==> src/rtl/div_ctrl.sv <==
`default_nettype none
// ------------------------------------------------------------------
// div_ctrl: one-bit-per-cycle restoring DIV/DIVU sequencer for EX. Rev 1.0
// ------------------------------------------------------------------
module div_ctrl (
  input  logic        clk,
  input  logic        rst,
  input  logic        div_start,
  input  logic        div_signed,
  input  logic [31:0] div_opdata1,
  input  logic [31:0] div_opdata2,
  input  logic        div_annul,
  output logic [63:0] div_result,
  output logic        div_ready,
  output logic        stallreq_for_div
);

  typedef enum logic [1:0] {
    S_IDLE    = 2'd0,
    S_DIVZERO = 2'd1,
    S_ON      = 2'd2,
    S_END     = 2'd3
  } state_t;

  state_t      r_state;
  state_t      w_state_nxt;
  logic [4:0]  r_cnt;
  logic [64:0] r_work;
  logic [31:0] r_divisor;
  logic        r_neg_quo;
  logic        r_neg_rem;
  logic [63:0] r_result;
  logic        r_ready;

  logic        w_accept;
  logic        w_stall;
  logic [31:0] w_mag1;
  logic [31:0] w_mag2;
  logic [31:0] w_diff;
  logic        w_borrow;
  logic [64:0] w_work_step;
  logic [31:0] w_quo;
  logic [31:0] w_rem;
  logic [31:0] w_quo_fix;
  logic [31:0] w_rem_fix;
  logic        w_last;

  assign w_accept = div_start & ~div_annul;
  assign w_mag1   = (div_signed & div_opdata1[31]) ? (~div_opdata1 + 32'd1) : div_opdata1;
  assign w_mag2   = (div_signed & div_opdata2[31]) ? (~div_opdata2 + 32'd1) : div_opdata2;

  // The partial remainder spans working[64:32]; bit 64 set means it already exceeds any divisor.
  assign w_diff      = r_work[63:32] - r_divisor;
  assign w_borrow    = ~r_work[64] & (r_work[63:32] < r_divisor);
  assign w_work_step = w_borrow ? {r_work[63:0], 1'b0} : {w_diff, r_work[31:0], 1'b1};
  assign w_quo       = {r_work[30:0], ~w_borrow};
  assign w_rem       = w_borrow ? r_work[63:32] : w_diff;
  assign w_quo_fix   = r_neg_quo ? (~w_quo + 32'd1) : w_quo;
  assign w_rem_fix   = r_neg_rem ? (~w_rem + 32'd1) : w_rem;
  assign w_last      = (r_cnt == 5'd31);

  always_ff @(posedge clk or negedge rst) begin
    if (!rst) begin
      r_state <= S_IDLE;
    end else begin
      r_state <= w_state_nxt;
    end
  end

  always_comb begin
    w_state_nxt = r_state;
    w_stall     = 1'b0;
    case (r_state)
      S_IDLE: begin
        if (w_accept) begin
          w_stall     = 1'b1;
          w_state_nxt = (div_opdata2 == 32'd0) ? S_DIVZERO : S_ON;
        end
      end
      S_DIVZERO: begin
        if (div_annul) begin
          w_state_nxt = S_IDLE;
        end else begin
          w_stall     = 1'b1;
          w_state_nxt = S_END;
        end
      end
      S_ON: begin
        if (div_annul) begin
          w_state_nxt = S_IDLE;
        end else begin
          w_stall = 1'b1;
          if (w_last) begin
            w_state_nxt = S_END;
          end
        end
      end
      S_END: begin
        if (!div_start) begin
          w_state_nxt = S_IDLE;
        end
      end
      default: w_state_nxt = S_IDLE;
    endcase
  end

  always_ff @(posedge clk or negedge rst) begin
    if (!rst) begin
      r_cnt     <= 5'd0;
      r_work    <= 65'd0;
      r_divisor <= 32'd0;
      r_neg_quo <= 1'b0;
      r_neg_rem <= 1'b0;
      r_result  <= 64'd0;
      r_ready   <= 1'b0;
    end else begin
      case (r_state)
        S_IDLE: begin
          if (w_accept && (div_opdata2 != 32'd0)) begin
            // Seeded one bit left so the first step already compares dividend bit 31.
            r_work    <= {32'd0, w_mag1, 1'b0};
            r_divisor <= w_mag2;
            r_neg_quo <= div_signed & (div_opdata1[31] ^ div_opdata2[31]);
            r_neg_rem <= div_signed & div_opdata1[31];
            r_cnt     <= 5'd0;
          end
        end
        S_DIVZERO: begin
          if (!div_annul) begin
            r_result <= 64'd0;
            r_ready  <= 1'b1;
          end
        end
        S_ON: begin
          if (!div_annul) begin
            r_work <= w_work_step;
            r_cnt  <= r_cnt + 5'd1;
            if (w_last) begin
              r_result <= {w_rem_fix, w_quo_fix};
              r_ready  <= 1'b1;
            end
          end
        end
        S_END: begin
          if (!div_start) begin
            r_result <= 64'd0;
            r_ready  <= 1'b0;
          end
        end
        default: ;
      endcase
    end
  end

  assign div_result       = r_result;
  assign div_ready        = r_ready;
  assign stallreq_for_div = w_stall & rst;

endmodule
`default_nettype wire

==> config.mk <==
export PLATFORM = sky130hd
export DESIGN_NAME = div_ctrl
export DESIGN_NICKNAME = d
export VERILOG_FILES = /design/src/rtl/div_ctrl.sv
export SDC_FILE = /design/constraint.sdc
export NUM_CORES = 1
export LEC_CHECK = 0
export CAP_MARGIN = 20
export CORE_MARGIN = 8
export CORE_UTILIZATION = 40
export DETAILED_ROUTE_END_ITERATION = 6
export DONT_BUFFER_PORTS = 1
export GPL_ROUTABILITY_DRIVEN = 0
export PLACE_DENSITY = 0.51
export SETUP_SLACK_MARGIN = 0.05
export SYNTH_ARGS = -nofsm -noshare
export SYNTH_HDL_FRONTEND = slang
export SYNTH_SLANG_ARGS = --single-unit
==> constraint.sdc <==
create_clock -name clk -period 12.02 [get_ports clk]
set_clock_uncertainty 0.1 [all_clocks]
set_input_delay 2.404 -clock clk [delete_from_list [all_inputs] [get_ports clk]]
set_output_delay 2.404 -clock clk [all_outputs]
set_load 0.005 [all_outputs]
-- After elaboration in Yosys (flattened, before gate mapping)
Cells that the tools add are included.
- multiplexer cells: 32
- $add $sub $neg: 6
- reductions and logical operators: 11
- magnitude comparators: 1
- bitwise logic cells: 14
- eq/ne operators: 11
- operators with widths (kind ; number):
    64-bit 2-to-1 mux ; 4
    65-bit 2-to-1 mux ; 3
    64-bit one-hot mux with 3 select lines ; 1
    32-bit 2-to-1 mux ; 5
    65-bit one-hot mux with 2 select lines ; 1
    32-bit by 1-bit adder with 32-bit output, second input constant ; 4
    32-bit inverter ; 4
    32-bit zero test ; 1
    32-bit < comparator ; 1
    32-bit nonzero test ; 1
    32-bit subtractor ; 1
    2-bit 2-to-1 mux ; 6
    2-bit inequality test, second input constant ; 6
    5-bit 2-to-1 mux ; 2
    5-bit one-hot mux with 2 select lines ; 1
    2-bit one-hot mux with 4 select lines ; 1
    1-bit bitwise AND ; 6
    1-bit 2-to-1 mux ; 6
    3-bit AND reduction ; 2
    5-bit by 1-bit adder with 5-bit output, second input constant ; 1
    5-bit equality test, second input constant ; 1
    5-bit AND reduction ; 1
    2-bit equality test, second input constant ; 2
    3-bit inequality test, second input constant ; 1
    11 further kinds ; 13
- flip-flop bits (word level): 171

-- Depth between registers and ports, before layout
- depth after elaboration: 9
- gate-level depth with buffers: 22
- depth with buffers taken out: 19

-- Worst setup path after synthesis
No wires, ideal clock.
- path kind: input to output
- start: in div_start
- end: out stallreq_for_div
- arrival time: 2.748 ns
- buffers on the path: 0
- slack: 6.768 ns
- cell stages on the path: 2
- path through: a21oi_1 > nor4b_1
- word-level cells in the longest chain between the ends: 4
- RTL lines (element ; RTL line ; source):
    start, declared ; 8 ; input logic div_start,
    1-bit bitwise AND ; 48 ; assign w_accept = div_start & ~div_annul;
    1-bit 2-to-1 mux ; 75 ; if (w_accept) begin
    1-bit one-hot mux with 2 select lines ; 73 ; case (r_state)
    1-bit bitwise AND ; 157 ; assign stallreq_for_div = w_stall & rst;
    end, declared ; 15 ; output logic stallreq_for_div
Every way passes these cells.

-- Worst setup path in the final report
- start: in div_opdata2[9]
- end: reg r_work[31]
- word-level cells in the longest chain between the ends: 4
- RTL lines (element ; RTL line ; source):
    start, declared ; 11 ; input logic [31:0] div_opdata2,
    32-bit nonzero test ; 119 ; if (w_accept && (div_opdata2 != 32'd0)) begin
    1-bit logical AND ; 119 ;
    2-bit inequality test (no line) ; n/a ;
    3-bit AND reduction (no line) ; n/a ;
    end signal, assigned ; 121 ; r_work <= {32'd0, w_mag1, 1'b0};
    end signal, assigned ; 136 ; r_work <= w_work_step;
    end, declared ; 28 ; logic [64:0] r_work;
Every way passes these cells.
A chain may end at the register's enable or synchronous reset.

==> results_dict.tcl <==
set metrics [dict create \
    fin_hold_ws_ns 0.375 \
    grt_max_degree 173 \
    num_vias 10400 \
    root_buffer "clkbuf_16" \
    row_count 63 \
    start_kind "primary input" \
    drt-initial-drc-count 722 \
    hold_depth 2 \
    hold_viol_final 0 \
    cts_resized 0 \
    setup_violations 0 \
    critPathCaptureType "flip-flop" \
    tns_ns 0 \
    top_layer "met4" \
    synth_ff_type "dfrtp_1" \
    yosys_warnings 0 \
    hold_buffers 0 \
    final_core_util_pct 43.2 \
    insertion_delay_ns 0.44 \
    ys_ff_latch 171 \
    io_buffers 0 \
    finalCriticalPeriod_ns 5.76 \
    stdcell_count 1847 \
    syn_avg_cell_area_um2 7.95 \
    finalCritPeriodShare_pct 47.9 \
    worst_slew_pin_slew_ns 1.10 \
    rsz0062_at_grt "no" \
    p_leak_nw 5.52 \
    ys_async_sr_fraction_pct 100 \
    worstPathMaxFanout 89 \
    met3WireLength_mm 2.11 \
    cts_max_level 4 \
    drc 0 \
    grt_pass1_wl_mm 57.1 \
    power-per-cell-area_mw_per_mm2 227 \
    cts_setup_buffers 0 \
    cts_buffers 17 \
    r2r_cells 18 \
    met2_length_mm 15.4 \
    max_freq_mhz 174 \
    hpwl_mm 26.7 \
    antenna_found_initial 0 \
    overflow 0 \
    totalWireLength_mm 36.1 \
    start_util_pct 40.4 \
    worst_ep_arrival_time_ns 5.93 \
    synth_nets 1613 \
    yosysSeqAreaShare_pct 35.9 \
    place_ws_ns 5.81 \
    tritoncts "built" \
    clock_path_buffers 2 \
    die_w_um 189 \
    min_path_type "flip-flop to flip-flop" \
    placedCellCount 1815 \
    cp.required_ns 12.20 \
    ios 135 \
    placed_area_mm2 0.0121 \
    ant_nets 0 \
    run_status "finished clean" \
    met1Wirelength_mm 18.1 \
    crit_type "primary input to flip-flop" \
    slew_viol_final 0 \
    clk_pin_slew_ns 0.07 \
    wl_per_cell_um 19.6 \
    ir_drop_uv 124 \
    drive_gt1_share_pct 4.26 \
    netlist_area_mm2 0.0119 \
    fin_area_mm2 0.0127 \
    slew-limit-headroom_pct 27.0 \
    nets 1557 \
    first_pass_iters 5 \
    areaGrowthSynthToFinish_pct 6.90 \
    cap_violations 0 \
    synthCells 1500 \
    power.total_mw 2.89 \
    fillCellCount 3075 \
    design.core.area_mm2 0.0295 \
    grt_use_total_pct 19.9 \
    die_y_um 189 \
    grt_pass1_vias 9960 \
    fin_ws_ns 6.26 \
    synth_edf_count 0 \
    die_area_mm2 0.0356 \
    viasPerCell 5.64 \
    clock_sinks 171 \
    n_antenna_cell 0 \
    synth_cell_types 74 \
]
-- cell type report --
cell class / instances / area (um^2) / share of cell area, %
clock buffer: 17 / 425 / 3.34
tap: 390 / 488 / 3.83
timing repair buffer: 8 / 60.1 / 0.471
clock inverter: 15 / 173 / 1.36
multi-input combinational: 1186 / 7090 / 55.6
sequential: 171 / 4280 / 33.6
inverter: 60 / 228 / 1.79
-- per-layer routing --
metal  global-route usage (%)  vias up
met5                        0        -
met4                     4.60        0
met3                     4.16       29
met2                     29.4      239
met1                     29.3     4988
li1                         -     5163
-- final timing paths --
kind,start,to,slack [ns]
hold / removal,r_cnt[4],r_cnt[4],0.37
hold reg to reg,r_cnt[4],r_cnt[4],0.37
max in group asynchronous,rst,r_divisor[14],9.87
setup reg to reg,r_work[32],div_result[62],6.47
setup / recovery,div_opdata2[9],r_work[31],6.26
min in group asynchronous,rst,div_result[45],1.57
-- layout by cell type, fill, tap and decap left out, types with 5 or more instances in the layout --
cell type	count
o211ai_1	6
nand3_1	27
a21oi_1	127
nor3_1	26
xor2_1	57
nand4_1	11
o21a_1	7
or3_1	14
nor2_1	115
buf_4	8
o31ai_1	49
o41ai_1	15
and2_1	9
a211oi_1	12
nor2b_1	5
a21o_1	9
o21ai_1	6
dfrtp_1	171
and3_1	8
clkbuf_16	17
or4_1	14
a31oi_1	6
nor4_1	12
o21ai_0	173
ha_1	42
inv_1	59
mux2i_1	18
xnor2_1	80
nand2_1	261
nand2b_1	12
-- where the power goes --
group	switching [mW]	internal, mW
registers	0.206	0.774
logic	0.888	0.454
clock network	0.272	0.297
-- synthesized netlist by cell type, types with 10 or more instances --
master	n	area share, %
o21ai_0	173	7.3
inv_1	59	1.9
clkbuf_1	60	1.9
nor3_1	26	1.1
mux2i_1	18	1.5
nand2_1	262	8.3
a21oi_1	128	5.4
ha_1	43	4.5
xnor2_1	80	5.9
buf_2	14	0.59
a21o_1	10	0.63
dfrtp_1	171	36
nor2_1	115	3.6
nand4_1	11	0.58
or3_1	14	0.73
o41ai_1	15	1.1
xor2_1	57	4.2
nand3_1	28	1.2
or4_1	14	0.88
o31ai_1	49	3.1
nor4_1	12	0.63
a211oi_1	12	0.76
nand2b_1	12	0.63
-- critical path, stage by stage --
cell and delay [ns]:
or4_1 0.58, or3_1 0.37, nor3_1 0.41, nand3_1 0.30, o31a_1 0.41, nand2_1 0.13, a21o_4 0.32, buf_4 0.73
o21ai_0 0.20
-- cell families (layout without fill, tap and decap cells) --
family	Yosys count	count (layout)	share of synthesized area [%]
buffers and inverters	143	100	4.81
XOR/XNOR	137	137	10.1
multiplexers	19	19	1.61
adder cells (fa/ha/maj)	44	44	4.68
AND/OR/NAND/NOR	534	534	19.9
AO/OA/AOI/OAI	452	452	23.0
flip-flops	171	171	35.9
-- flip-flops by register name (all words and copies together) (netlist names) --
name	cells
div_result	64
r_neg_quo	1
r_divisor	32
div_ready	1
r_neg_rem	1
r_cnt	5
r_state	2
r_work	65
(Power assumes the default switching activity.)
